File: src/rtl/butterfly_writeback.sv
// Serialises one butterfly result into four sample-RAM writes (A re, A im, B re, B im).
// Optional macro WB_OVERLAP_EN lets the next result be captured on the final write edge.
module butterfly_writeback #(
  parameter int unsigned DATA_W = 16,
  parameter int unsigned ADDR_W = 10
) (
  input  logic              clk,
  input  logic              rst,
  input  logic              in_valid,
  output logic              in_ready,
  input  logic [DATA_W-1:0] a_real,
  input  logic [DATA_W-1:0] a_imag,
  input  logic [DATA_W-1:0] b_real,
  input  logic [DATA_W-1:0] b_imag,
  input  logic [ADDR_W-1:0] a_real_addr,
  input  logic [ADDR_W-1:0] a_imag_addr,
  input  logic [ADDR_W-1:0] b_real_addr,
  input  logic [ADDR_W-1:0] b_imag_addr,
  input  logic              mem_ready,
  output logic              wr_en,
  output logic [ADDR_W-1:0] wr_addr,
  output logic [DATA_W-1:0] wr_data,
  output logic [1:0]        wr_slot,
  output logic              done
);

  typedef enum logic [2:0] {StIdle, StWrRa, StWrIa, StWrRb, StWrIb} state_e;

  state_e state_q, state_d;

  // Slot 0 goes straight into the write registers at capture; these hold slots 1..3.
  logic [2:0][DATA_W-1:0] hold_data_q, hold_data_d;
  logic [2:0][ADDR_W-1:0] hold_addr_q, hold_addr_d;

  logic              wr_en_q, wr_en_d;
  logic [ADDR_W-1:0] wr_addr_q, wr_addr_d;
  logic [DATA_W-1:0] wr_data_q, wr_data_d;
  logic [1:0]        wr_slot_q, wr_slot_d;
  logic              done_q, done_d;

  logic fire;
  logic capture;

  assign fire = wr_en_q & mem_ready;

`ifdef WB_OVERLAP_EN
  assign in_ready = (state_q == StIdle) | ((state_q == StWrIb) & mem_ready);
`else
  assign in_ready = (state_q == StIdle);
`endif

  assign capture = in_valid & in_ready;

  always_comb begin
    state_d     = state_q;
    hold_data_d = hold_data_q;
    hold_addr_d = hold_addr_q;
    wr_en_d     = wr_en_q;
    wr_addr_d   = wr_addr_q;
    wr_data_d   = wr_data_q;
    wr_slot_d   = wr_slot_q;
    done_d      = 1'b0;

    unique case (state_q)
      StIdle: state_d = StIdle;
      StWrRa: begin
        if (fire) begin
          state_d   = StWrIa;
          wr_addr_d = hold_addr_q[0];
          wr_data_d = hold_data_q[0];
          wr_slot_d = 2'd1;
        end
      end
      StWrIa: begin
        if (fire) begin
          state_d   = StWrRb;
          wr_addr_d = hold_addr_q[1];
          wr_data_d = hold_data_q[1];
          wr_slot_d = 2'd2;
        end
      end
      StWrRb: begin
        if (fire) begin
          state_d   = StWrIb;
          wr_addr_d = hold_addr_q[2];
          wr_data_d = hold_data_q[2];
          wr_slot_d = 2'd3;
        end
      end
      StWrIb: begin
        if (fire) begin
          state_d = StIdle;
          wr_en_d = 1'b0;
          done_d  = 1'b1;
        end
      end
      default: state_d = StIdle;
    endcase

    // A capture overrides the idle/completion defaults; done above is left intact.
    if (capture) begin
      state_d     = StWrRa;
      hold_data_d = {b_imag, b_real, a_imag};
      hold_addr_d = {b_imag_addr, b_real_addr, a_imag_addr};
      wr_en_d     = 1'b1;
      wr_addr_d   = a_real_addr;
      wr_data_d   = a_real;
      wr_slot_d   = 2'd0;
    end
  end

  always_ff @(posedge clk or posedge rst) begin
    if (rst) begin
      state_q     <= StIdle;
      hold_data_q <= '0;
      hold_addr_q <= '0;
      wr_en_q     <= 1'b0;
      wr_addr_q   <= '0;
      wr_data_q   <= '0;
      wr_slot_q   <= 2'd0;
      done_q      <= 1'b0;
    end else begin
      state_q     <= state_d;
      hold_data_q <= hold_data_d;
      hold_addr_q <= hold_addr_d;
      wr_en_q     <= wr_en_d;
      wr_addr_q   <= wr_addr_d;
      wr_data_q   <= wr_data_d;
      wr_slot_q   <= wr_slot_d;
      done_q      <= done_d;
    end
  end

  assign wr_en   = wr_en_q;
  assign wr_addr = wr_addr_q;
  assign wr_data = wr_data_q;
  assign wr_slot = wr_slot_q;
  assign done    = done_q;

endmodule

File: config.mk
export PLATFORM = sky130hd
export DESIGN_NAME = butterfly_writeback
export DESIGN_NICKNAME = d
export VERILOG_FILES = /design/src/rtl/butterfly_writeback.sv
export SDC_FILE = /design/constraint.sdc
export NUM_CORES = 1
export LEC_CHECK = 0
export BUFFER_PORTS_ARGS = -buffer_cell sky130_fd_sc_hd__buf_2
export CAP_MARGIN = 20
export CORE_ASPECT_RATIO = 1.4
export CORE_UTILIZATION = 40
export CTS_BUF_LIST = sky130_fd_sc_hd__clkbuf_16
export DETAILED_ROUTE_END_ITERATION = 8
export PLACE_DENSITY_LB_ADDON = 0.08
export SLEW_MARGIN = 15
export SYNTH_ARGS = -nofsm -noshare
export SYNTH_HDL_FRONTEND = slang
export SYNTH_SLANG_ARGS = --single-unit
export TNS_END_PERCENT = 50
File: constraint.sdc
create_clock -name clk -period 6.2 [get_ports clk]
set_input_delay 0.62 -clock clk [delete_from_list [all_inputs] [get_ports clk]]
set_output_delay 0.62 -clock clk [all_outputs]
set_load 0.05 [all_outputs]
==> out/qor.txt, run 1 <==
Worst setup EP type -> register
Share of the clock period used by the worst path -> 46.94%
R2r startpoint -> state_q[1]
Antenna violations before repair -> 1
DRC violations left -> 0
Reg2Reg Depth -> 6
H-tree Lvls -> 3
DRT iter0 DRCs -> 173
Worst Setup EP -> wr_addr[0]
Total Wirelength -> 13040 um
Final Hold Fails -> 0
Final ANT Viol Nets -> 0
Drt wl/cell -> 15.26 um
Nets -> 807
Post-synth EDFFs -> 0
Total grt overflow -> 0
Die height -> 134.3 um
FP Rows -> 48
CTS tree -> built
Final setup skew -> 0.008659 ns
Seq/Total Area, Yosys -> 55.56%
Hold crit path type -> in2reg
Cell Area, Synth -> 0.005000 sq mm
Req. time, crit path -> 6.48 ns
First-pass GRT wire length -> 21010 um
Layout Utilization -> 49.26%
TritonRoute pass-1 iters -> 4
Max cap viols -> 0
Worst setup margin -> 3.290 ns
Setup WS pre-CTS -> 3.276 ns
Worst-path fanout max -> 54
Commonest non-fill, non-tap cell in the layout -> nand2_1
Share of the synthesized area in the top cell type -> 55.56%
Pleak -> 3.162 nW
Synth Flop Type -> dfrtp_1
Gate Count Post-Synth -> 590
DPL Wire Length -> 8754 um
Core area -> 0.01225 sq mm
Inserted Clock Buffers -> 9
Fmax achieved -> 343.6 MHz
Cell accounting for the most synthesized area -> dfrtp_1
Final Max Tran Viols -> 0
Net Count, Synth -> 698
CTS sink cnt -> 111
Number of port buffers -> 138
Layout cells sized above 1 -> 23.15%
Worst-path clk slew -> 0.07 ns
Max_slew headroom -> 27.91%
Most frequent cells in the layout -> nand2_1 (249), buf_2 (138), dfrtp_1 (110)
Maximum vdd ir drop -> 217.5 uV
Hold WS -> 0.4530 ns
GRT Util Overall -> 21.24%
Post-synthesis async set-or-reset flop share -> 100.0%
Yosys cell types -> 30
Critical Path Start Type -> register
Vias in the first global route -> 4181
Post-CTS Setup Bufs -> 0
Pwr/cell area -> 549.5 mW/mm^2
Status -> completed
Synth top area cells -> dfrtp_1 (56%), nand2_1 (19%), o21ai_0 (3.3%), a211oi_1 (2.4%), nor3b_1 (2.4%)
Crit. Startpoint -> state_q[1]
Maximum number of pins on one net before global-route repair -> 99
Least-Margin Pin Slew -> 1.081 ns
Clock root cell -> clkbuf_16
Unrepaired setup endpoints after global routing -> no
Routability cong. -> 0.7355
Fin crit period -> 2.910 ns
Cts repair resizes -> 0
FF+latch count, synth -> 111
Bufs on Longest Clock Path -> 2
Clk_lat worst skew -> 0.35 ns
Starting Density -> 40.81%
Die Footprint -> 0.01296 sq mm
Setup TNS -> 0 ns
Hold_buf cts -> 0
Layout area overhead -> 20.72%
Number of top-level pins -> 139
Crit path DAT -> 3.19 ns
Syn Area/Cell -> 8.474 sq um
Endpoints failing setup -> 0
Origin of the worst min-delay path -> b_imag_addr[7]
Via count -> 4284
Worst setup path class -> reg2reg
Yosys warns -> 0
Vias per cell -> 5.011
Reg2reg end -> wr_addr[0]
R2r setup slk -> 3.29 ns
Die W -> 96.49 um
[metal layers]
| layer | up-vias | global-route usage [%] | share of wire [%] |
|---|---|---|---|
| li1 | 2158 | - | - |
| met1 | 2002 | 29.96 | 46 |
| met2 | 109 | 33.02 | 48 |
| met3 | 15 | 3.401 | 4.7 |
| met4 | 0 | 7.190 | 1.7 |
| met5 | - | 0 | 0 |
[registers in the layout, indices dropped and copies added (netlist names)]
name,count
done,1
hold_addr_q,30
hold_data_q,48
state_q,3
wr_addr,10
wr_data,16
wr_en,1
wr_slot,2
[worst min-delay path by stage]
stage,endpoint,cells after the start
final,hold_addr_q[27],3
after global routing,hold_addr_q[17],3
after CTS,hold_addr_q[27],3
after detailed placement,hold_addr_q[18],2
after global placement,hold_addr_q[18],2
after floorplan,hold_addr_q[11],2
[logic make-up after synthesis]
kind of cell / after synthesis / share of synthesized area [%]
AOI/OAI and AO/OA: 110 / 13.66
xor gates and xnor gates: 1 / 0.1752
buffers and inverters: 51 / 4.204
DFF: 111 / 55.56
muxes: 1 / 0.2002
and+or+nand+nor: 316 / 26.20
[synthesized netlist by cell type (2+ instances only)]
master    number
nand2_1      250
dfrtp_1      111
o21ai_0       33
clkbuf_1      25
a21oi_1       21
nand3_1       17
nor2_1        17
a211oi_1      16
nor3b_1       16
buf_2         12
a21o_1         8
inv_1          8
o31ai_1        8
a221oi_1       7
and3_1         7
o21ai_1        6
buf_1          5
o22ai_1        5
a31oi_1        3
nor2b_1        3
nor3_1         2
o211ai_1       2
[report_power, final]
part	total [mW]	internal [mW]	switching, mW	leakage [nW]
Clock	0.585	0.314	0.271	0.142
Combinational	1.43	0.444	0.986	1.64
Sequential	1.30	1.06	0.244	1.38
Total	3.32	1.82	1.50	3.16
[per-stage QoR]
step | instance area (sq um) | total power, mW | cells
5_1_grt | 6036 | 3.588 | 855
4_1_cts | 6033 | 3.352 | 854
6_report | 6036 | 3.317 | 855
3_3_place_gp | 5736 | 2.723 | 838
3_5_place_dp | 5736 | 2.763 | 838
2_1_floorplan | 5000 | 2.380 | 590
[worst max-delay path, stage by stage (launching register included)]
cell and delay (ns):
dfrtp_1 0.60, buf_4 0.32, nor3_1 0.41, and2_2 0.60
buf_4 0.57, a21oi_1 0.14, a21oi_1 0.19
[area by class of cell]
cell class | instances | area, sq um
Clock inverter | 7 | 72.57
Inverter | 8 | 32.53
Sequential cell | 111 | 2779
Multi-Input combinational cell | 428 | 2023
Antenna cell | 1 | 2.502
Clock buffer | 9 | 225.2
Timing Repair Buffer | 141 | 713.2
Tap cell | 150 | 187.7
Fill cell | 1278 | 6216
Power figures use the tool's default switching activity.
==> run 2, diff against run 1 <==
--- a/config.mk
+++ b/config.mk
@@ -5,6 +5,7 @@
 export SDC_FILE = /design/constraint.sdc
 export NUM_CORES = 1
 export LEC_CHECK = 0
+export ABC_AREA = 1
 export BUFFER_PORTS_ARGS = -buffer_cell sky130_fd_sc_hd__buf_2
 export CAP_MARGIN = 20
 export CORE_ASPECT_RATIO = 1.4
==> constraint.sdc (replaced) <==
create_clock -name clk -period 2.9 [get_ports clk]
set_input_delay 0.29 -clock clk [delete_from_list [all_inputs] [get_ports clk]]
set_output_delay 0.29 -clock clk [all_outputs]
set_load 0.05 [all_outputs]
==> out/qor.txt, run 2 <==
Layout area overhead -> 20.94%
Cell Area, Synth -> 0.005515 sq mm
CTS sink cnt -> 111
Seq/Total Area, Yosys -> 50.36%
Commonest cells post-synth -> nand2_1 (149), dfrtp_1 (111), nor2_1 (65)
FF+latch count, synth -> 111
GR met1 Demand/Resource -> 25.17%
Net Count, Synth -> 691
Number of top-level pins -> 139
GRT Util Overall -> 19.83%
Vias in the first global route -> 4257
Cell accounting for the most synthesized area -> dfrtp_1
Bufs on Longest Clock Path -> 2
Hold_buf cts -> 0
TritonRoute pass-1 iters -> 4
Inserted Clock Buffers -> 9
Least-Margin Pin Slew -> 0.7533 ns
Slowest Stage Delay on Critical Path -> 0.69 ns
Reg with most FFs -> hold_data_q
Maximum number of pins on one net before global-route repair -> 54
Reg2Reg Depth -> 4
Number of port buffers -> 138
Pleak -> 3.711 nW
Post-synth EDFFs -> 0
DRT iter0 DRCs -> 135
Yosys warns -> 0
Pwr/cell area -> 1237 mW/mm^2
Fmax achieved -> 460.4 MHz
DPL Wire Length -> 9563 um
Via count -> 4238
Share of the clock period used by the worst path -> 74.89%
Critical Path Start Type -> register
Final Max Tran Viols -> 0
Max cap viols -> 0
DRC violations left -> 0
Clk_lat worst skew -> 0.35 ns
Endpoints failing setup -> 0
Worst setup EP type -> register
Synth top area cells -> dfrtp_1 (50%), mux2_4 (16%), nand2_1 (10%), nor2_1 (4.4%), nand3_1 (4.3%)
First-pass GRT wire length -> 21580 um
CTS tree -> built
H-tree Lvls -> 3
Starting Density -> 41.20%
Clock root cell -> clkbuf_16
Post-synthesis async set-or-reset flop share -> 100.0%
Most frequent cells in the layout -> nand2_1 (149), buf_2 (138), dfrtp_1 (111)
Status -> completed
Worst setup path class -> reg2reg
Fillers -> 1376
Commonest non-fill, non-tap cell in the layout -> nand2_1
Syn Area/Cell -> 9.460 sq um
Die W -> 101.2 um
Crit path DAT -> 2.40 ns
Gate Count Post-Synth -> 583
Worst-path clk slew -> 0.07 ns
Antenna violations before repair -> 2
Yosys cell types -> 27
Synth Flop Type -> dfrtp_1
Vias per cell -> 4.704
Drt wl/cell -> 14.99 um
Met2 Track Usage GR -> 33.01%
Placed cell count -> 883
Nets -> 820
Final ANT Viol Nets -> 0
Core area -> 0.01339 sq mm
Final Hold Fails -> 0
Top Usage Layer GRT -> met2
FP Rows -> 50
Met3 usage -> 3.818%
Worst-path fanout max -> 50
Unrepaired setup endpoints after global routing -> no
Layout cells sized above 1 -> 33.19%
Routability cong. -> 0.8284
Count leader, synth -> nand2_1
Share of the synthesized area in the top cell type -> 50.36%
Slowest cell on the critical path -> buf_4
Hold crit path type -> in2async
Max reg flops -> 48
Max_slew headroom -> 49.78%
Die Footprint -> 0.01427 sq mm
Maximum vdd ir drop -> 450.5 uV
Fin crit period -> 2.172 ns
Cts repair resizes -> 0
Final setup skew -> 0.004269 ns
CP cell instances -> inv_2 -> nand3_4 -> buf_4 -> mux2_1
Req. time, crit path -> 3.13 ns
Die height -> 140.9 um
Total Wirelength -> 13510 um
Total grt overflow -> 0
Layout Cells excl Fill -> 901
Post-CTS Setup Bufs -> 0
Setup TNS -> 0 ns
run 2: path summary, 6_finish.rpt:
kind / from / endpoint / slack [ns]
setup / recovery: state_q[2] / hold_addr_q[20] / 0.73
hold / removal: rst / hold_data_q[44] / 0.05
setup reg to reg: state_q[2] / hold_addr_q[20] / 0.73
hold reg to reg: wr_slot[0] / wr_slot[0] / 0.49
max in group asynchronous: rst / wr_data[15] / 2.05
min in group clk: b_real_addr[4] / hold_addr_q[14] / 0.17
run 2: cells by family after synthesis:
kind of cell	after synthesis	synth area share, %
and+or+nand+nor	286	22.21
DFF	111	50.36
buffers and inverters	93	8.258
muxes	58	15.72
AOI/OAI and AO/OA	35	3.448
run 2: routing by layer:
layer	share of wire, %	wire length, um
met2	50	6738
met1	42	5708
met5	0	0
met4	2.3	315
met3	5.5	747
run 2: cell type report:
| type | instances | area, sq um | share of cell area, % |
|---|---|---|---|
| well taps | 182 | 227.7 | 3.414 |
| diodes | 2 | 5.005 | 0.07503 |
| repair buffers | 149 | 810.8 | 12.16 |
| clock inverters | 7 | 97.59 | 1.463 |
| flip-flops and latches | 111 | 2778 | 41.64 |
| clock buffers | 9 | 225.2 | 3.376 |
| multi-input cells | 379 | 2290 | 34.33 |
| inverters | 62 | 236.5 | 3.545 |
run 2: stage by stage:
step / area, sq um / power, mW / hold slack (ns) / utilization (%) / setup WS [ns]
6_report: 6670 / 8.248 / 0.04682 / 49.82 / 0.7282
5_1_grt: 6670 / 8.883 / 0.1056 / 49.82 / 0.5234
4_1_cts: 6665 / 8.358 / 0.08111 / 49.79 / 0.7065
3_5_place_dp: 6342 / 6.995 / 0.4571 / 47.37 / 0.7247
3_3_place_gp: 6342 / 6.900 / 0.4449 / 47.37 / 0.7810
2_1_floorplan: 5519 / 6.045 / 0.4217 / - / 1.267
run 2: worst max-delay path, delay by kind of cell, from the launching register on:
kind	cells	cell delay, ns
and+or+nand+nor	1	0.38
buffers and inverters	2	0.81
DFF	1	0.45
muxes	1	0.39
run 2: power breakdown:
part	switching, mW	internal [mW]	total, mW
Clock	0.582	0.760	1.34
Combinational	2.51	1.63	4.14
Sequential	0.429	2.33	2.76
==> run 3, diff against run 2 <==
==> constraint.sdc (replaced) <==
create_clock -name clk -period 1.91 [get_ports clk]
set_input_delay 0.191 -clock clk [delete_from_list [all_inputs] [get_ports clk]]
set_output_delay 0.191 -clock clk [all_outputs]
set_load 0.05 [all_outputs]
==> out/qor.txt, run 3 (synthesis gave the netlist of run 2 again) <==
Status -> completed
Core area -> 0.01339 sq mm
Worst-path clk slew -> 0.07 ns
Unrepaired setup endpoints after global routing -> no
Clock root cell -> clkbuf_16
Worst-path fanout max -> 13
Pwr/cell area -> 1849 mW/mm^2
GRT Util Overall -> 20.04%
Critical Path Start Type -> register
Most frequent cells in the layout -> nand2_1 (149), buf_2 (138), dfrtp_1 (111)
Req. time, crit path -> 1.72 ns
Routability cong. -> 0.8034
Setup TNS -> 0 ns
Total grt overflow -> 0
DRT iter0 DRCs -> 122
Antenna violations before repair -> 0
Worst setup path class -> reg2out
R2r setup slk -> 0.27 ns
Max cap viols -> 0
Final setup skew -> 0.01127 ns
Total Wirelength -> 13580 um
Number of top-level pins -> 139
Reg2Reg Depth -> 4
TritonRoute pass-1 iters -> 4
FP Rows -> 50
R2r startpoint -> state_q[2]
Max_slew headroom -> 66.26%
Fin crit period -> 1.846 ns
Bufs on Longest Clock Path -> 2
Vias in the first global route -> 4257
Max reg flops -> 48
Reg2reg end -> hold_addr_q[20]
Starting Density -> 41.20%
Layout cells sized above 1 -> 34.20%
Vias per cell -> 4.673
Inserted Clock Buffers -> 9
CTS sink cnt -> 111
H-tree Lvls -> 3
CTS tree -> built
Number of port buffers -> 138
Commonest non-fill, non-tap cell in the layout -> nand2_1
Reg with most FFs -> hold_data_q
Post-route cell area -> 0.006741 sq mm
First-pass GRT wire length -> 21880 um
Final ANT Viol Nets -> 0
DRC violations left -> 0
Layout area overhead -> 22.23%
Endpoints failing setup -> 0
Pleak -> 3.770 nW
Drt wl/cell -> 14.87 um
Crit. Startpoint -> state_q[0]
Maximum number of pins on one net before global-route repair -> 44
Share of the clock period used by the worst path -> 96.66%
Hold crit path type -> in2reg
Fmax achieved -> 541.7 MHz
Final Max Tran Viols -> 0
Die height -> 140.9 um
Worst Setup EP -> in_ready
DPL Wire Length -> 10030 um
Post-DP Area -> 0.006447 sq mm
Die Footprint -> 0.01427 sq mm
Die W -> 101.2 um
Least-Margin Pin Slew -> 0.5051 ns
Via count -> 4266
Nets -> 835
Crit path DAT -> 1.66 ns
Number of diodes -> 0
Final Hold Fails -> 0
Worst setup EP type -> output pin
Clk_lat worst skew -> 0.34 ns
Maximum vdd ir drop -> 647.5 uV
## run 3: changes by cell type in the layout (fill, tap and decap cells not counted), sizes merged
| cell | delta |
|---|---|
| inv | +2 |
| dlygate4sd3 | +1 |
| buf | +14 |
| diode | -2 |
| clkinv | -2 |
| bufinv | -1 |
## run 3: per-stage QoR
step / hold slack, ns / setup slack (ns) / util [%] / power [mW] / instances
5_1_grt: 0.05909 / 0.02525 / 50.36 / 13.47 / 913
3_5_place_dp: 0.2486 / 0.1731 / 48.16 / 10.77 / 897
3_3_place_gp: 0.2498 / 0.2434 / 48.16 / 10.63 / 897
4_1_cts: 0.05182 / 0.07687 / 50.33 / 12.64 / 913
2_1_floorplan: 0.3227 / 0.3584 / - / 9.178 / 583
6_report: 0.05697 / 0.06383 / 50.36 / 12.47 / 913
## run 3: layer usage
layer  wire length [um]  up-vias  part of all wire (%)  track usage (%)
met1               5925     2047                    44            25.14
li1                   -     2118                     -                -
met2               6947       89                    51            35.16
met3                550       12                   4.1            3.173
met4                156        0                   1.1            5.873
met5                  0        -                     0                0
## run 3: repair_timing
item | 4_1_cts | 5_1_grt
hold buffers | 1 | 0
hold endpoints to repair | 15 | 0
gates resized for setup | 0 | 1
setup endpoints to repair | 0 | 1
setup buffers | 0 | 0
## run 3: worst min-delay path by stage
stage	start	to	cells after the start	slack, ns
floorplan	b_imag_addr[0]	hold_addr_q[20]	1	0.32
global placement	rst	hold_data_q[45]	2	0.25
detailed placement	rst	hold_data_q[45]	2	0.25
CTS	b_imag_addr[0]	hold_addr_q[20]	2	0.05
global route	b_imag_addr[0]	hold_addr_q[20]	2	0.06
finish	b_imag_addr[0]	hold_addr_q[20]	2	0.06
## run 3: area by class of cell
class / instances / area, sq um
timing repair buffer: 164 / 929.6
fill: 1381 / 6646
tap: 182 / 227.7
sequential: 111 / 2778
clock inverter: 6 / 55.05
multi-input combinational: 379 / 2290
clock buffer: 9 / 225.2
inverter: 62 / 236.5
## run 3: worst max-delay path: stages, from the launching register on
cell     delay (ns)
dfrtp_1        0.41
buf_4          0.17
nor3_2         0.20
buf_4          0.23
buf_2          0.29
## run 3: power by group
group	switching (mW)	internal [mW]	total (mW)	leakage, nW
Combinational	3.86	2.60	6.46	2.33
Clock	0.829	0.997	1.83	0.144
Sequential	0.631	3.54	4.18	1.30
Total	5.32	7.15	12.5	3.77
